File: config.mk
export PLATFORM = sky130hd
export DESIGN_NAME = booth_seq_ctrl_flat
export DESIGN_NICKNAME = d
export VERILOG_FILES = /design/src/rtl/booth_seq_ctrl_pkg.sv /design/src/rtl/booth_seq_ctrl_if.sv /design/src/rtl/booth_seq_ctrl_step.sv /design/src/rtl/booth_seq_ctrl.sv /design/src/flat_wrapper.sv
export SDC_FILE = /design/constraint.sdc
export NUM_CORES = 1
export LEC_CHECK = 0
export CAP_MARGIN = 30
export CORE_ASPECT_RATIO = 1.4
export CORE_MARGIN = 3
export CORE_UTILIZATION = 32
export DETAILED_ROUTE_END_ITERATION = 8
export GPL_TIMING_DRIVEN = 1
export PLACE_DENSITY = 0.54
export SLEW_MARGIN = 20
export SYNTH_ARGS = -nofsm -noshare
export SYNTH_HDL_FRONTEND = slang
export SYNTH_SLANG_ARGS = --single-unit
File: constraint.sdc
create_clock -name clk -period 2.2 [get_ports clk]
set_input_delay 0.44 -clock clk [delete_from_list [all_inputs] [get_ports clk]]
set_output_delay 0.44 -clock clk [all_outputs]
set_load 0.05 [all_outputs]
File: src/rtl/booth_seq_ctrl_pkg.sv
// Shared types for the sequential Booth multiplier controller: FSM states
// and the radix-2 Booth operation decoded from the two low Q bits.
package booth_seq_ctrl_pkg;

    typedef enum logic [1:0] {
        IDLE = 2'd0,
        RUN  = 2'd1,
        DONE = 2'd2
    } state_t;

    typedef enum logic [1:0] {
        OP_NOP = 2'd0,
        OP_ADD = 2'd1,
        OP_SUB = 2'd2
    } booth_op_t;

    // Radix-2 Booth recoding: 01 -> +M, 10 -> -M, 00/11 -> shift only.
    function automatic booth_op_t booth_decode(input logic [1:0] qb);
        case (qb)
            2'b01:   return OP_ADD;
            2'b10:   return OP_SUB;
            default: return OP_NOP;
        endcase
    endfunction

endpackage

File: src/rtl/booth_seq_ctrl_if.sv
// Request/response bundle of the Booth multiplier controller.
// master drives start and operands; slave (the controller) returns
// busy, done and the 2N-bit signed product.
interface booth_seq_ctrl_if #(
    parameter int N = 4
);
    logic             start;
    logic [N-1:0]     multiplicand;
    logic [N-1:0]     multiplier;
    logic             busy;
    logic             done;
    logic [2*N-1:0]   product;

    modport master (
        output start, multiplicand, multiplier,
        input  busy, done, product
    );

    modport slave (
        input  start, multiplicand, multiplier,
        output busy, done, product
    );
endinterface

File: src/rtl/booth_seq_ctrl_step.sv
// booth_step: one combinational radix-2 Booth iteration on (N+1)-bit A/Q/M.
// Adds or subtracts M into A as selected by Q[1:0], then arithmetic-shifts
// the concatenation {A,Q} right by one bit.
module booth_step
    import booth_seq_ctrl_pkg::*;
#(
    parameter int N = 4
) (
    input  logic [N:0] a,
    input  logic [N:0] q,
    input  logic [N:0] m,
    output logic [N:0] a_nx,
    output logic [N:0] q_nx
);
    booth_op_t  op;
    logic [N:0] sum;

    assign op = booth_decode(q[1:0]);

    // Partial-product update selected by the Booth recoding of Q[1:0].
    always_comb begin
        case (op)
            OP_ADD:  sum = a + m;
            OP_SUB:  sum = a - m;
            default: sum = a;
        endcase
    end

    // Arithmetic shift of {sum, q}: sign of A replicates, A LSB enters Q MSB.
    assign a_nx = {sum[N], sum[N:1]};
    assign q_nx = {sum[0], q[N:1]};

endmodule

File: src/rtl/booth_seq_ctrl.sv
// booth_seq_ctrl: sequential radix-2 Booth multiplier controller.
// Accepts an operand pair on start, iterates booth_step once per clock and
// returns the signed 2N-bit product with a one-cycle done pulse.
// Optional feature macro: BOOTH_EARLY_TERM_EN -- when the remaining Q bits
// are uniform, all remaining shift-only steps collapse into one edge.
module booth_seq_ctrl
    import booth_seq_ctrl_pkg::*;
#(
    parameter int N = 4
) (
    input  logic               clk,
    input  logic               rst,
    booth_seq_ctrl_if.slave    bus
);
    localparam int CNT_W = $clog2(N + 1);

    state_t             state;
    logic [N:0]         a_reg;
    logic [N:0]         q_reg;
    logic [N:0]         m_reg;
    logic [CNT_W-1:0]   cnt;
    logic               busy_reg;
    logic               done_reg;
    logic [2*N-1:0]     prod_reg;

    logic [N:0]         step_a;
    logic [N:0]         step_q;
    logic [N:0]         a_nx;
    logic [N:0]         q_nx;
    logic               last;

    booth_step #(.N(N)) u_step (
        .a    (a_reg),
        .q    (q_reg),
        .m    (m_reg),
        .a_nx (step_a),
        .q_nx (step_q)
    );

`ifdef BOOTH_EARLY_TERM_EN
    logic [N:0]         uni_mask;
    logic [N:0]         q_masked;
    logic               uniform;
    logic [2*N+1:0]     aq_sh;

    // Unprocessed bits are Q[cnt:0]; if they are all equal, every remaining
    // step is shift-only and the whole tail is one arithmetic shift by cnt.
    always_comb begin
        uni_mask = '0;
        for (int i = 0; i <= N; i++) begin
            uni_mask[i] = (i <= int'(cnt));
        end
        q_masked = q_reg & uni_mask;
        uniform  = (q_masked == '0) || (q_masked == uni_mask);
        aq_sh    = $signed({a_reg, q_reg}) >>> cnt;
    end
`endif

    // Next A/Q for a RUN edge and whether this edge finishes the multiply.
    always_comb begin
        a_nx = step_a;
        q_nx = step_q;
        last = (cnt == CNT_W'(1));
`ifdef BOOTH_EARLY_TERM_EN
        if (uniform) begin
            {a_nx, q_nx} = aq_sh;
            last         = 1'b1;
        end
`endif
    end

    // Controller FSM: owns A/Q/M, the step counter and all registered outputs.
    always_ff @(posedge clk) begin
        if (rst) begin
            state    <= IDLE;
            a_reg    <= '0;
            q_reg    <= '0;
            m_reg    <= '0;
            cnt      <= '0;
            busy_reg <= 1'b0;
            done_reg <= 1'b0;
            prod_reg <= '0;
        end else begin
            done_reg <= 1'b0;
            case (state)
                IDLE, DONE: begin
                    if (bus.start) begin
                        m_reg    <= {bus.multiplicand[N-1], bus.multiplicand};
                        a_reg    <= '0;
                        q_reg    <= {bus.multiplier, 1'b0};
                        cnt      <= CNT_W'(N);
                        busy_reg <= 1'b1;
                        state    <= RUN;
                    end else begin
                        state    <= IDLE;
                    end
                end
                RUN: begin
                    a_reg <= a_nx;
                    q_reg <= q_nx;
                    if (last) begin
                        // A[N] is only a guard bit; the product fits in 2N bits.
                        prod_reg <= {a_nx[N-1:0], q_nx[N:1]};
                        busy_reg <= 1'b0;
                        done_reg <= 1'b1;
                        state    <= DONE;
                    end else begin
                        cnt      <= cnt - CNT_W'(1);
                    end
                end
                default: begin
                    busy_reg <= 1'b0;
                    state    <= IDLE;
                end
            endcase
        end
    end

    assign bus.busy    = busy_reg;
    assign bus.done    = done_reg;
    assign bus.product = prod_reg;

endmodule

File: src/flat_wrapper.sv
// flat-port wrapper written by rule: the top's interface ports become plain ports
module booth_seq_ctrl_flat import booth_seq_ctrl_pkg::*;
#(
    parameter int N = 4
)
  (clk, rst, bus_start, bus_multiplicand, bus_multiplier, bus_busy, bus_done, bus_product);
  booth_seq_ctrl_if #(.N(N)) bus_i ();
  input  logic clk;
  input  logic rst;
  input wire logic [$bits(bus_i.start)-1:0] bus_start;
  input wire logic [$bits(bus_i.multiplicand)-1:0] bus_multiplicand;
  input wire logic [$bits(bus_i.multiplier)-1:0] bus_multiplier;
  output wire logic [$bits(bus_i.busy)-1:0] bus_busy;
  output wire logic [$bits(bus_i.done)-1:0] bus_done;
  output wire logic [$bits(bus_i.product)-1:0] bus_product;
  assign bus_i.start = bus_start;
  assign bus_i.multiplicand = bus_multiplicand;
  assign bus_i.multiplier = bus_multiplier;
  assign bus_busy = bus_i.busy;
  assign bus_done = bus_i.done;
  assign bus_product = bus_i.product;
  booth_seq_ctrl #(.N(N)) u_core (.clk(clk), .rst(rst), .bus(bus_i));
endmodule
==> metrics <==
relative slew slack=66.4%; Worst EP required=~2.4 ns; final slew viol count=0; DP Worst Slack=-0.0670 ns; Die X=between 60 and 70 µm; Seq. cell area=about 560 µm²; area occupied by multi-input gates=822 µm²; Crit Path Class=register to register; routability cong.=0.757; Net Count, Synth=190; number of flip-flops in the largest register=8; Final Util=a little under half; final cell count without fillers=between 200 and 250; worst reg-to-reg setup slack=-0.07 ns; crit path cell chain=inv_1 -> ha_4 -> mux2_4 -> fa_2 -> nand2b_4 -> a21oi_4 -> xnor2_2 -> or4_4 -> a31oi_1; drt first-iter violations=37; crit path DAT=approximately 2.5 ns; setup violators final=2; most common cell after layout, fill and taps aside=nand2_1; setup ws final=-0.0678 ns; failing checks=setup timing; fillcell total=388; Hold Crit Depth=2; sequential cell area fraction in the yosys report=just over 40%; FF-to-FF Start=u_core.m_reg[1]; first-pass GRT wire length=between 5 and 6 mm; Max IR drop VDD=approximately 0.00035 V; crit-path max FO=3; worst r2r path cells=9; Slowest-stage cell, CP=or4_4; Synth warnings=0; reg2reg end=u_core.a_reg[3]; PwrDens=slightly above 700 nW/µm²; total global-route track usage=between 10 and 15%; Initial Util=33.9%; Final ANT Viol Nets=0; Pre-Repair DR Iteration Count=4; CP Launch Type=register; clk buf depth=2; Num CTS Buffers=3; status=complete, but fails checks; CORE AREA=approximately 4000 µm²; share of cells above drive strength 1=between 10% and 20%; I/O Buffers=20; Post-synth EDFFs=0; Post-synth ARST share=0%; CTS clk-pin slew, worst paths=~0.10 ns; Setup TNS Final=-0.135 ns; final cycle utilization of the critical path=103%; Syn Inst Count=170; chip height=~83 µm; die area=5090 µm²; # IOs=21; Clk Latency, worst-skew pair=about 0.28 ns; DP Cell Count=234; final wirelength=3.06 mm; Hold Path Class=register to register; HPWL Detailed=2.19 mm; commonest cells after routing, fill and taps aside=30 x nand2_1, 25 x dfxtp_1, 24 x nor2_1, 20 x clkdlybuf4s50_1, 14 x a21oi_1; Remaining DRCs=0; vias in the first global route=1223; Clock Skews=about 0.0057 ns; root buffer cell=clkbuf_8; Vias/cell=around 5.1; Final Hold Fails=0; Hold Crit Endpoint=u_core.bus.product[1]; Distinct cells, synth=32; Syn Std Cell Area=1360 µm²; number of diodes=0; largest net degree at the start of global routing=29; fin crit period=about 2.3 ns; antenna violations before repair=0; MaxCap Viol Count=0; GRT overflow=0; Leakage=about 0.7 nW; Hold Path Origin=u_core.bus.product[1]; via count=between 1k and 1.5k; CTS sink count=28; RSZ-0062 raised after global routing=true; Seq cells post-synth=28; TritonCTS clock tree=done; Setup crit end kind=register; Max H-tree Level=1; nets=217; fmax=about 440 MHz; routed length per instance=12.8 µm; worst stage delay on the critical path=between 0.4 and 0.5 ns; Tightest Pin Transition=roughly 0.5 ns; Layout area overhead=33.5%; total power=1.32 mW; syn avg cell area=8.02 µm²; Synth Flop Type=dfxtp_1; std cell rows=27
layer usage:
| layer | vias to the layer above | part of all wire (%) | wire length (µm) | global-route usage (%) |
|---|---|---|---|---|
| met5 | - | 0 | 0 | 0 |
| met4 | 0 | 1.5 | 45 | 5.13 |
| met3 | 5 | 2.5 | 77 | 2.02 |
| met2 | 12 | 52 | 1590 | 22.3 |
| met1 | 568 | 44 | 1340 | 16.7 |
| li1 | 622 | - | - | - |
stage by stage:
| stage | hold slack (ns) | instance area, µm² |
|---|---|---|
| floorplan | 0.446 | 1380 |
| CTS | 0.462 | 1740 |
| detailed placement | 0.448 | 1670 |
| finish | 0.456 | 1820 |
| global placement | 0.446 | 1670 |
| global route | 0.480 | 1820 |
cells in the mapped netlist (all sizes together) (2+ instances only):
master / n / area, µm²
a22oi: 3 / 22.5
xnor2: 3 / 26.3
ha: 8 / 100
mux2: 2 / 22.5
a21oi: 17 / 92.6
a311oi: 4 / 35.0
o21ai: 3 / 15.0
nand2: 30 / 113
nor2: 27 / 104
a31oi: 2 / 12.5
clkbuf: 7 / 26.3
nand2b: 5 / 31.3
nor2b: 4 / 25.0
nand3: 2 / 10.0
xor2: 2 / 17.5
nor3: 3 / 15.0
mux2i: 2 / 20.0
dfxtp: 28 / 561
inv: 8 / 30.0
critical path, delay by kind of cell, from the launching register on:
kind / cells / cell delay (ns)
compound gates: 2 / 0.31
xor+xnor: 1 / 0.09
fa+ha+maj: 2 / 0.54
buf+inv: 1 / 0.08
flops: 1 / 0.33
mux: 1 / 0.27
simple gates: 2 / 0.58
timing repair:
item	4_1_cts	5_1_grt
hold endpoints to repair	0	0
pin swaps	0	6
buffers inserted	0	2
resized for setup	0	19
hold buffers	0	0
setup endpoints to repair	4	5
power by group:
part,switching (mW),internal (mW)
registers,0.0213,0.535
logic,0.180,0.171
clock network,0.165,0.244
total,0.366,0.950
logic make-up (layout without fill, tap and decap cells):
logic type / after synthesis / after routing / share of synthesized area [%]
compound gates: 33 / 33 / 15.5
xor+xnor: 5 / 5 / 3.21
fa+ha+maj: 9 / 9 / 8.81
buf+inv: 16 / 42 / 4.40
flops: 28 / 28 / 41.1
mux: 4 / 4 / 3.12
simple gates: 75 / 75 / 23.9
worst max path at each step:
stage	startpoint	end	slack [ns]	cells past startpoint
2_1_floorplan	u_core.m_reg[0]	u_core.bus.product[7]	-0.03	9
4_1_cts	u_core.m_reg[0]	u_core.bus.product[7]	-0.1	9
3_3_place_gp	u_core.m_reg[0]	u_core.bus.product[7]	-0.03	9
6_report	u_core.m_reg[1]	u_core.a_reg[3]	-0.07	9
5_1_grt	u_core.m_reg[0]	u_core.a_reg[3]	-0.20	9
3_5_place_dp	u_core.m_reg[0]	u_core.bus.product[7]	-0.07	9
layout make-up:
type	instances	area share (%)
sequential	28	31.0
multi-input combinational	126	45.2
clock buffer	3	2.27
inverter	8	1.65
clock inverter	1	1.65
timing repair buffer	30	15.3
tap	43	2.96
(Power assumes the default switching activity.)
